### src/rtl/arbitro_memoria.sv
// Arbiter for the shared board-memory port. VGA owns the port by default. Validador, colisor
// and pontuacao take it during blanking, or right after another owner releases it.
module arbitro_memoria #(
    parameter int MIN_PONT = 12,
    parameter int MAX_HOLD = 1024,
    parameter int GAP      = 1
) (
    input  logic       clk,
    input  logic       resetGeral,
    input  logic       req_validador,
    input  logic       jog_validador,
    input  logic       req_colisor,
    input  logic       jog_colisor,
    input  logic       req_pontuacao,
    input  logic       jog_pontuacao,
    input  logic       jog_vga,
    input  logic       vga_blank,
    output logic       gnt_validador,
    output logic       gnt_colisor,
    output logic       gnt_pontuacao,
    output logic       gnt_vga,
    output logic [1:0] sel,
    output logic       jogador,
    output logic       wr_allow,
    output logic       timeout
);
    localparam int HW = $clog2(MAX_HOLD + 1);
    localparam logic [HW-1:0] HOLD_LAST = HW'(MAX_HOLD - 1);
    localparam logic [HW-1:0] HOLD_MAX  = HW'(MAX_HOLD);
    localparam logic [HW-1:0] PONT_LAST = HW'(MIN_PONT - 1);
    localparam logic [1:0]    GAP_LAST  = 2'(GAP - 1);

    localparam logic [1:0] SRC_VGA   = 2'd0;
    localparam logic [1:0] SRC_VALID = 2'd1;
    localparam logic [1:0] SRC_COLIS = 2'd2;
    localparam logic [1:0] SRC_PONT  = 2'd3;

    typedef enum logic [2:0] {S_VGA, S_GAP, S_VALID, S_COLIS, S_PONT} state_t;

    function automatic state_t owner_state(input logic [1:0] src);
        case (src)
            SRC_VALID: owner_state = S_VALID;
            SRC_COLIS: owner_state = S_COLIS;
            SRC_PONT:  owner_state = S_PONT;
            default:   owner_state = S_VGA;
        endcase
    endfunction

    state_t        r_state, w_state_next;
    logic [1:0]    r_tgt, w_tgt_next;
    logic          r_tgt_ok, w_tgt_ok_next;
    logic          r_jog, w_jog_next;
    logic [1:0]    r_gap_cnt, w_gap_next;
    logic [HW-1:0] r_hold_cnt, w_hold_next, w_hold_inc;
    logic [HW-1:0] r_wait_cnt, w_wait_next;
    logic          r_mask_v, r_mask_c, r_mask_p;
    logic          w_mask_v_next, w_mask_c_next, w_mask_p_next;
    logic          r_forced, w_forced_next;

    logic          r_gnt_v, r_gnt_c, r_gnt_p, r_gnt_g;
    logic [1:0]    r_sel;
    logic          r_jog_out, r_wr, r_timeout;

    logic          w_req_v, w_req_c, w_req_p, w_any, w_starve;
    logic [1:0]    w_win;
    logic          w_win_jog;

    // A requester that timed out stays masked until it drops its request.
    assign w_req_v    = req_validador & ~r_mask_v;
    assign w_req_c    = req_colisor   & ~r_mask_c;
    assign w_req_p    = req_pontuacao & ~r_mask_p;
    assign w_any      = w_req_v | w_req_c | w_req_p;
    assign w_starve   = w_req_p && (r_wait_cnt == HOLD_MAX);
    assign w_hold_inc = (r_hold_cnt == HOLD_MAX) ? r_hold_cnt : r_hold_cnt + HW'(1);

    always_comb begin
        w_win     = SRC_PONT;
        w_win_jog = jog_pontuacao;
        if (w_starve) begin
            w_win     = SRC_PONT;
            w_win_jog = jog_pontuacao;
        end else if (w_req_v) begin
            w_win     = SRC_VALID;
            w_win_jog = jog_validador;
        end else if (w_req_c) begin
            w_win     = SRC_COLIS;
            w_win_jog = jog_colisor;
        end
    end

    always_comb begin
        if (r_state == S_PONT || !w_req_p)
            w_wait_next = '0;
        else if (r_wait_cnt == HOLD_MAX)
            w_wait_next = r_wait_cnt;
        else
            w_wait_next = r_wait_cnt + HW'(1);
    end

    always_comb begin
        w_state_next  = r_state;
        w_tgt_next    = r_tgt;
        w_tgt_ok_next = r_tgt_ok;
        w_jog_next    = r_jog;
        w_gap_next    = r_gap_cnt;
        w_hold_next   = r_hold_cnt;
        w_forced_next = 1'b0;
        w_mask_v_next = r_mask_v & req_validador;
        w_mask_c_next = r_mask_c & req_colisor;
        w_mask_p_next = r_mask_p & req_pontuacao;

        case (r_state)
            S_VGA: begin
                if (w_any && vga_blank) begin
                    w_state_next  = S_GAP;
                    w_gap_next    = '0;
                    w_tgt_next    = w_win;
                    w_tgt_ok_next = 1'b1;
                    w_jog_next    = w_win_jog;
                end
            end
            S_GAP: begin
                if (r_gap_cnt == GAP_LAST) begin
                    w_tgt_ok_next = 1'b0;
                    w_hold_next   = '0;
                    if (r_tgt_ok) begin
                        w_state_next = owner_state(r_tgt);
                    end else if (w_any) begin
                        // Re-arbitration after a release does not wait for blanking.
                        w_state_next = owner_state(w_win);
                        w_tgt_next   = w_win;
                        w_jog_next   = w_win_jog;
                    end else begin
                        w_state_next = S_VGA;
                    end
                end else begin
                    w_gap_next = r_gap_cnt + 2'd1;
                end
            end
            S_VALID, S_COLIS: begin
                if (!((r_state == S_VALID) ? req_validador : req_colisor)) begin
                    w_state_next  = S_GAP;
                    w_gap_next    = '0;
                    w_tgt_ok_next = 1'b0;
                end else if (r_hold_cnt == HOLD_LAST) begin
                    w_state_next  = S_GAP;
                    w_gap_next    = '0;
                    w_tgt_ok_next = 1'b0;
                    w_forced_next = 1'b1;
                    if (r_state == S_VALID) w_mask_v_next = 1'b1;
                    else                    w_mask_c_next = 1'b1;
                end else begin
                    w_hold_next = w_hold_inc;
                end
            end
            S_PONT: begin
                if (req_pontuacao && r_hold_cnt == HOLD_LAST) begin
                    w_state_next  = S_GAP;
                    w_gap_next    = '0;
                    w_tgt_ok_next = 1'b0;
                    w_forced_next = 1'b1;
                    w_mask_p_next = 1'b1;
                end else if (!req_pontuacao && r_hold_cnt >= PONT_LAST) begin
                    w_state_next  = S_GAP;
                    w_gap_next    = '0;
                    w_tgt_ok_next = 1'b0;
                end else begin
                    w_hold_next = w_hold_inc;
                end
            end
            default: w_state_next = S_VGA;
        endcase
    end

    always_ff @(posedge clk or negedge resetGeral) begin
        if (!resetGeral) begin
            r_state    <= S_VGA;
            r_tgt      <= SRC_VGA;
            r_tgt_ok   <= 1'b0;
            r_jog      <= 1'b0;
            r_gap_cnt  <= '0;
            r_hold_cnt <= '0;
            r_wait_cnt <= '0;
            r_mask_v   <= 1'b0;
            r_mask_c   <= 1'b0;
            r_mask_p   <= 1'b0;
            r_forced   <= 1'b0;
        end else begin
            r_state    <= w_state_next;
            r_tgt      <= w_tgt_next;
            r_tgt_ok   <= w_tgt_ok_next;
            r_jog      <= w_jog_next;
            r_gap_cnt  <= w_gap_next;
            r_hold_cnt <= w_hold_next;
            r_wait_cnt <= w_wait_next;
            r_mask_v   <= w_mask_v_next;
            r_mask_c   <= w_mask_c_next;
            r_mask_p   <= w_mask_p_next;
            r_forced   <= w_forced_next;
        end
    end

    // Outputs are a registered decode of the state, one cycle behind the arbitration decision.
    always_ff @(posedge clk or negedge resetGeral) begin
        if (!resetGeral) begin
            r_gnt_g   <= 1'b1;
            r_gnt_v   <= 1'b0;
            r_gnt_c   <= 1'b0;
            r_gnt_p   <= 1'b0;
            r_sel     <= SRC_VGA;
            r_jog_out <= 1'b0;
            r_wr      <= 1'b0;
            r_timeout <= 1'b0;
        end else begin
            r_gnt_g   <= (r_state == S_VGA);
            r_gnt_v   <= (r_state == S_VALID);
            r_gnt_c   <= (r_state == S_COLIS);
            r_gnt_p   <= (r_state == S_PONT);
            r_sel     <= (r_state == S_VALID) ? SRC_VALID :
                         (r_state == S_COLIS) ? SRC_COLIS :
                         (r_state == S_PONT)  ? SRC_PONT  : SRC_VGA;
            r_jog_out <= r_jog;
            r_wr      <= (r_state == S_VALID) || (r_state == S_COLIS);
            r_timeout <= r_forced;
        end
    end

    assign gnt_validador = r_gnt_v;
    assign gnt_colisor   = r_gnt_c;
    assign gnt_pontuacao = r_gnt_p;
    assign gnt_vga       = r_gnt_g;
    assign sel           = r_sel;
    assign jogador       = r_gnt_g ? jog_vga : r_jog_out;
    assign wr_allow      = r_wr;
    assign timeout       = r_timeout;
endmodule

### config.mk
export PLATFORM = sky130hd
export DESIGN_NAME = arbitro_memoria
export DESIGN_NICKNAME = d
export VERILOG_FILES = /design/src/rtl/arbitro_memoria.sv
export SDC_FILE = /design/constraint.sdc
export NUM_CORES = 1
export LEC_CHECK = 0
export ABC_AREA = 1
export ABC_CLOCK_PERIOD_IN_PS = 2550
export CAP_MARGIN = 10
export CORE_MARGIN = 5
export CORE_UTILIZATION = 58
export CTS_CLUSTER_SIZE = 30
export DETAILED_ROUTE_END_ITERATION = 12
export PLACE_DENSITY = 0.88
export SLEW_MARGIN = 20
export SYNTH_ARGS = -nofsm -noshare
export SYNTH_HDL_FRONTEND = slang
export SYNTH_SLANG_ARGS = --single-unit
### constraint.sdc
create_clock -name clk -period 2.55 [get_ports clk]
set_input_delay 0.765 -clock clk [delete_from_list [all_inputs] [get_ports clk]]
set_output_delay 0.765 -clock clk [all_outputs]
set_load 0.02 [all_outputs]
==> results.txt <==
The most frequent standard cell in the layout excluding fill and tap cells is nand2_1. Clock-pin slew was measured on the worst setup and hold paths at 0.08 ns. The vertical die dimension came out at 76.39 um.

STA classifies the critical path startpoint as a primary input. In this run the most critical hold path is launched from r_forced$_DFF_PN0_. The analysis attributes to net switching a power of 1.018 mW. Summed over all nets, the half-perimeter wirelength after detailed placement is 4095 um. The overall routed net length came out at 5249 um.

Using the TritonRoute via totals, the vias-per-cell ratio works out to 5.310. The global-route total usage across every layer came out at 19.74%. The total power came out at 2.409 mW. The fraction of the cycle the final worst path needs came out at 97.76%. The count of fill cells added during filler insertion came out at 366. The die covers 5835 um^2. The worst setup path startpoint is jog_vga. The count of nets left with antenna violations once routing finished came out at 0.

The via count of the routed design came out at 2209. The final non-filler cell area is 2885 um^2. Between clock sinks in the finished design, the worst skew comes to 0.009490 ns. By area the synthesized netlist is led by dfrtp_1 (42%), nand2_1 (14%), inv_1 (5.9%). The number of max-slew violations in the final report is 0. The met2 demand-to-capacity share in global routing is 33.56%. The region available for standard cell placement spans 4324 um^2. The final weighted congestion in routability-driven placement came out at 0.8852. The maximum number of pins on one net before global-route repair is 24.

The ratio of cells with drive above 1 in the final layout is 10.71%. Setup repair after global routing left no endpoint under its margin. The worst setup path is of the in -> out kind. The multi-input gate area in the final layout is 1220 um^2. The share of Yosys cell area claimed by the top area cell type is 42.09%. The met1 usage in global routing came out at 24.24%.

STA classifies the critical path endpoint as an output port. The clock sink count came out at 44. The global-route congestion overflow total is 0. At the end of the flow, the number of nets in the layout was 382. The global routing stage identified its most utilized layer as met2. The synthesized design spends more area on one cell type than any other, namely dfrtp_1. The number of antenna violations at the first check in global routing came out at 0. After clock tree synthesis, the flow added hold-fix buffers numbering 0. The final sum of negative setup slack came out at 0 ns.

The average detailed-routed wire length per instance is 12.62 um. The number of synthesis warnings came out at 0. The slowest cell on the critical path is clkdlybuf4s50_1.

The path class of the tightest hold or removal check is reg -> reg. The share of power burned in registers came out at 38.2%. After the first detailed-routing iteration, the DRC count stood at 189. After synthesis the cells add up to 2556 um^2. The CTS H-tree depth is 2.

The initial standard-cell utilization of the core came out at 59.11%. The clock latency on the worst-skew pair is 0.30 ns. The number of buffers created by CTS came out at 5. The number of iterations in the first detailed-routing pass is 4. For the worst setup path, the data required time is 1.79 ns.

The relative contribution of the clock network to total power is 17.8%. The switching portion of total power came out at 42.27%. The row count is 24. Averaged over all synthesized cells, the footprint is 7.563 um^2. The worst register-to-register path begins at r_wait_cnt[0]$_DFFE_PN0P_. The buffer type at the clock tree root is clkbuf_8. Combinational logic is responsible for 44.0% of the overall power. In the layout the commonest cells are nand2_1 (98), dfrtp_1 (43), inv_1 (40), nor2_1 (31), nand3_1 (28). The floorplan die width is 76.39 um. The worst vdd rail ir drop came out at 0.4536 mV. The synthesis-to-layout area growth is 12.87%. Summed over all cells, the static leakage comes to 1.484 nW. Setup violations remaining at the end of the flow were counted as 0. Of the synthesized area, sequential elements account for 43.12%. The global-route wire length before repair came out at 9494 um. The number of ports placed on the die boundary is 19. The CTS tree is done. The number of antenna diodes in the final layout is 0.

The number of distinct library cells after synthesis is 34. The worst hold-check slack came out at 0.3654 ns. The hold violation count in the final report came out at 0. The synthesized net count came out at 357. The number of standard cells after synthesis came out at 338. The family with the most delay on the worst path is buffers and inverters. The met3 capacity usage during global routing is 4.019%.

The number of max-cap violations came out at 0. The data arrival time at the worst-slack endpoint came out at 1.73 ns. The post-detailed-route DRC marker count came out at 0. The standard cell area after detailed placement came out at 2801 um^2. The worst slew margin relative to its limit came out at 64.98%.

The number of buffers on the longest clock path is 2. The maximum fanout encountered on the critical timing path is 1. The area taken by flip-flops and latches is 1102 um^2.

Counting flops and latches in the post-synthesis netlist gives 44. The shortest clock period the worst path allows after layout came out at 2.493 ns. The signal on the critical path passes through clkdlybuf4s50_1, mux2_2, dlygate4sd2_1. The count of buffering cells on the critical path with inverters included is 2. The via count of the first global-routing pass is 2155. The share of the core filled with cells in the final layout is 66.72%.

For this design the ratio of total power to cell area is 834.9 nW/um^2. The internal power component is 1.391 mW. The run finished with clean final reports.

The transition time at the pin with the least slew margin is 0.5252 ns. The maximum cell stage delay along the critical path is 0.39 ns. Buffers placed on the I/O ports in this run total 18. The top achievable clock speed is 0.4011 GHz.
worst paths after layout:
| path | to | depth (start not counted) | slack [ns] |
|---|---|---|---|
| hold reg to reg | timeout$_DFF_PN0_ | 0 | 0.37 |
| setup reg to reg | r_state[1]$_DFFE_PN0P_ | 11 | 0.49 |
| setup / recovery | jogador | 3 | 0.06 |
| hold / removal | timeout$_DFF_PN0_ | 0 | 0.37 |
| min in group asynchronous | r_state[2]$_DFFE_PN0P_ | 1 | 0.43 |
| max in group asynchronous | r_hold_cnt[3]$_DFFE_PN0P_ | 2 | 1.62 |
cell families (layout without fill, tap and decap cells):
| group | after synthesis | after routing | synth area share (%) |
|---|---|---|---|
| AOI/OAI and AO/OA | 32 | 32 | 6.902 |
| xor gates and xnor gates | 6 | 6 | 2.056 |
| adders and majority gates | 9 | 9 | 4.405 |
| buffers and inverters | 55 | 81 | 9.153 |
| DFF | 44 | 44 | 43.12 |
| muxes | 1 | 1 | 0.4405 |
| and+or+nand+nor | 191 | 191 | 33.92 |
power by group through the flow:
stage                     combinational (mW)  sequential (mW)  clock [mW]
after global placement                  1.04            0.923           0
after global routing                    1.21            0.942       0.475
after CTS                               1.06            0.921       0.442
final                                   1.06            0.921       0.429
after floorplan                        0.755            0.958           0
after detailed placement                1.06            0.934           0
worst reg2reg max path, cell delays in order (launching register included):
cell,delay [ns]
dfrtp_1,0.41
inv_1,0.11
ha_1,0.16
nand2_1,0.06
nor4_1,0.28
nand3_1,0.23
nand2_1,0.17
inv_1,0.06
ha_1,0.28
o32ai_1,0.12
nand2_1,0.09
nand2_1,0.05
through the flow:
stage                     instances  setup slack (ns)
after floorplan                 338            0.7146
after global placement          408           -0.1609
after detailed placement        408           -0.1687
after CTS                       416           0.04932
after global routing            416           0.03146
final                           416           0.05711
synthesized netlist by cell type:
cell	n
nor2_2	2
xor2_1	6
a21oi_1	13
nand4_1	3
nand2_2	5
nand3_2	4
nor3_4	1
dfstp_2	1
o21a_1	1
nand3b_1	4
nor4_1	1
a211oi_1	2
nor2_1	31
mux2_2	1
o32ai_1	1
nand2_1	98
or2_1	2
o211ai_1	1
nor3_2	1
dfrtp_1	43
ha_1	9
nor3b_1	1
inv_2	10
buf_6	2
buf_4	2
inv_6	1
nand3_1	28
o21ai_1	6
inv_1	40
nor2_4	1
a21o_1	1
and3_1	1
o21ai_0	7
nor3_1	8
cell type report:
class,count,area share (%)
flip-flops and latches,44,38.20
inverters,51,6.808
clock inverters,2,0.4337
well taps,52,2.255
clock buffers,6,2.515
repair buffers,22,7.502
multi-input cells,239,42.28
state kept, by name, summed over array words and instances (netlist names), 2 cells and up:
signal      flops
r_hold_cnt     11
r_wait_cnt     11
r_state         3
r_gap_cnt       2
r_tgt           2
sel             2
metal layers:
| metal | up-vias | routed length [um] |
|---|---|---|
| met5 | - | 0 |
| met1 | 1033 | 2288 |
| met2 | 49 | 2646 |
| li1 | 1119 | - |
| met4 | 0 | 80 |
| met3 | 8 | 234 |
what timing repair did:
item / in CTS / in global routing
endpoints found under the hold margin: 0 / 0
resized for setup: 1 / 0
endpoints found under the setup margin: 1 / 0
buffers inserted: 0 / 0
(Power assumes the default switching activity.)
==> RTL change, RTL diff (same settings) <==
Encoding of `state_t`: now one-hot (5 bits for 5 states).
--- a/src/rtl/arbitro_memoria.sv
+++ b/src/rtl/arbitro_memoria.sv
@@ -36,5 +36,5 @@
     localparam logic [1:0] SRC_PONT  = 2'd3;
 
-    typedef enum logic [2:0] {S_VGA, S_GAP, S_VALID, S_COLIS, S_PONT} state_t;
+    typedef enum logic [4:0] {S_VGA = 5'b00001, S_GAP = 5'b00010, S_VALID = 5'b00100, S_COLIS = 5'b01000, S_PONT = 5'b10000} state_t;
 
     function automatic state_t owner_state(input logic [1:0] src);
Formal check against the unedited RTL: same outputs for any inputs over 10 cycles, from zero or initial values and one cycle with resetGeral low; not proved beyond that.
==> RTL change against the original RTL <==
- non-clock buffer count is the same
- wire length increased by 2.5%
- core utilization is 1.1 points higher
- sequential cell count increased by 2
- register-to-register slack gained 180 ps
- power up 3.6%
- via count is 2.3% higher
- maximum frequency is 1.7% lower
- sequential share of layout area is 0.60 points higher
- design area up 3.0%
- first-iteration DRC count is 12% lower
- synthesized area is 2.8% higher
- worst setup slack got worse by 43 ps
==> RTL change: results (changes against the original RTL) <==
* Reg-to-Reg End: r_hold_cnt[10]
* Clock Skew at 8.94 ps (-0.548 ps)
* Post-synth cell types at 31 (-8.8%)
* Layout cells sized above 1 at 0.0885 (-0.0187)
* Root Buffer: clkbuf_8
* Area contributors post-synth: dfrtp_1, nand2_1, inv_1, nor2_1, nand3_1
* Nets at 387 (+1.3%)
* Post-Place Setup Slack at -176 ps (-6.83 ps)
* Cell total after placement at 417 (+2.2%)
* Post-Syn Nets at 362 (+1.4%)
* Routed wl met2 at 2580 microns (-2.4%)
* Sequential share of the synthesized area at 0.439 (+0.00761)
* Largest stage delay on the critical path at 410 ps (+20 ps)
* Fin cells at 425 (+2.2%)
* Largest registers: r_hold_cnt x11, r_wait_cnt x11, r_state x5
* Final wirelength at 5380 microns (+2.5%)
* WL met1 at 2470 microns (+8.1%)
* Metal3 WL at 219 microns (-6.4%)
* List of most frequent post-synthesis cells: nand2_1, inv_1, dfrtp_1
* Cells after synthesis at 347 (+2.7%)
* First-pass GRT wire length at 9390 microns (-1.1%)
* WHS Endpoint: timeout
* Maximum VDD drop at 0.527 mV (+16%)
* Hold wc startpoint: r_forced
* Pleak at 1.50 nW (+1.2%)
* Status: completed
* Register-to-Register Path Depth at 9 (-2)
* WHS at 355 ps (-10.6 ps)
* Vias in the first global route at 2,176 (+0.97%)
* Largest net degree at the start of global routing at 31 (+29%)
* Max-slew headroom at 0.566 (-0.0842)
* Critical Path AT at 1770 ps (+40 ps)
* 1st-iter DRT viols at 167 (-12%)
* Vias at 2,260 (+2.3%)
* Final HPWL DP at 3980 microns (-2.9%)
* Worst reg-to-reg setup slack at 670 ps (+180 ps)
-- RTL change: changes by cell type in the layout (fill, tap and decap cells not counted), sizes merged, moves of 2 or more --
| cell | delta |
|---|---|
| a211oi | -2 |
| a21oi | +4 |
| ha | -4 |
| inv | -2 |
| nand3 | -5 |
| nand3b | +7 |
| nand4 | +3 |
| nor2 | +7 |
| nor3 | -4 |
| o21ai | +4 |
| xnor2 | +2 |
-- RTL change: through the flow --
step	setup TNS, ps	instance area (sq um)
5_1_grt	0	2970
6_report	0	2970
3_5_place_dp	-176	2870
2_1_floorplan	0	2630
4_1_cts	0	2970
3_3_place_gp	-162	2870
-- RTL change: metal layers --
| metal | vias to the layer above | track usage |
|---|---|---|
| met5 | - | 0 |
| met4 | 0 | 0.0859 |
| met3 | 11 | 0.0375 |
| met2 | 51 | 0.306 |
| met1 | 1041 | 0.247 |
| li1 | 1157 | - |
-- RTL change: what timing repair did --
| item | 4_1_cts | 5_1_grt |
|---|---|---|
| endpoints found under the setup margin | 1 | 0 |
| buffers inserted | 0 | 0 |
| gates resized for setup | 1 | 0 |
-- RTL change: worst max-delay path: cells and delay by family --
| family | cells | cell delay, ps |
|---|---|---|
| buffers and inverters | 2 | 740 |
| multiplexers | 1 | 270 |
-- RTL change: area by class of cell --
type                    instances  area, sq um
clock inverters                 1         30.0
clock buffers                   7         76.3
flip-flops and latches         46         1150
well taps                      52         65.1
inverters                      49          184
fillers                       339         1410
multi-input cells             248         1260
repair buffers                 22          204
-- RTL change: worst max path at each step --
stage	to	slack (ps)	from	cells after the start
detailed placement	jogador	-180	jog_vga	3
global placement	jogador	-160	jog_vga	3
finish	jogador	10	jog_vga	3
floorplan	jogador	710	jog_vga	1
global route	jogador	1	jog_vga	3
CTS	jogador	8	jog_vga	3
-- RTL change: report_power, final --
group | switching, mW | internal [mW]
logic | 0.670 | 0.333
clock network | 0.237 | 0.293
registers | 0.0946 | 0.868
-- RTL change: logic make-up (layout without fill, tap and decap cells) --
| group | Yosys count | count (layout) | share of synthesized area |
|---|---|---|---|
| xor gates and xnor gates | 7 | 7 | 0.0233 |
| buffers and inverters | 53 | 79 | 0.0819 |
| muxes | 1 | 1 | 0.00428 |
| AOI/OAI and AO/OA | 40 | 40 | 0.0814 |
| adders and majority gates | 5 | 5 | 0.0238 |
| DFF | 46 | 46 | 0.439 |
| and+or+nand+nor | 195 | 195 | 0.347 |
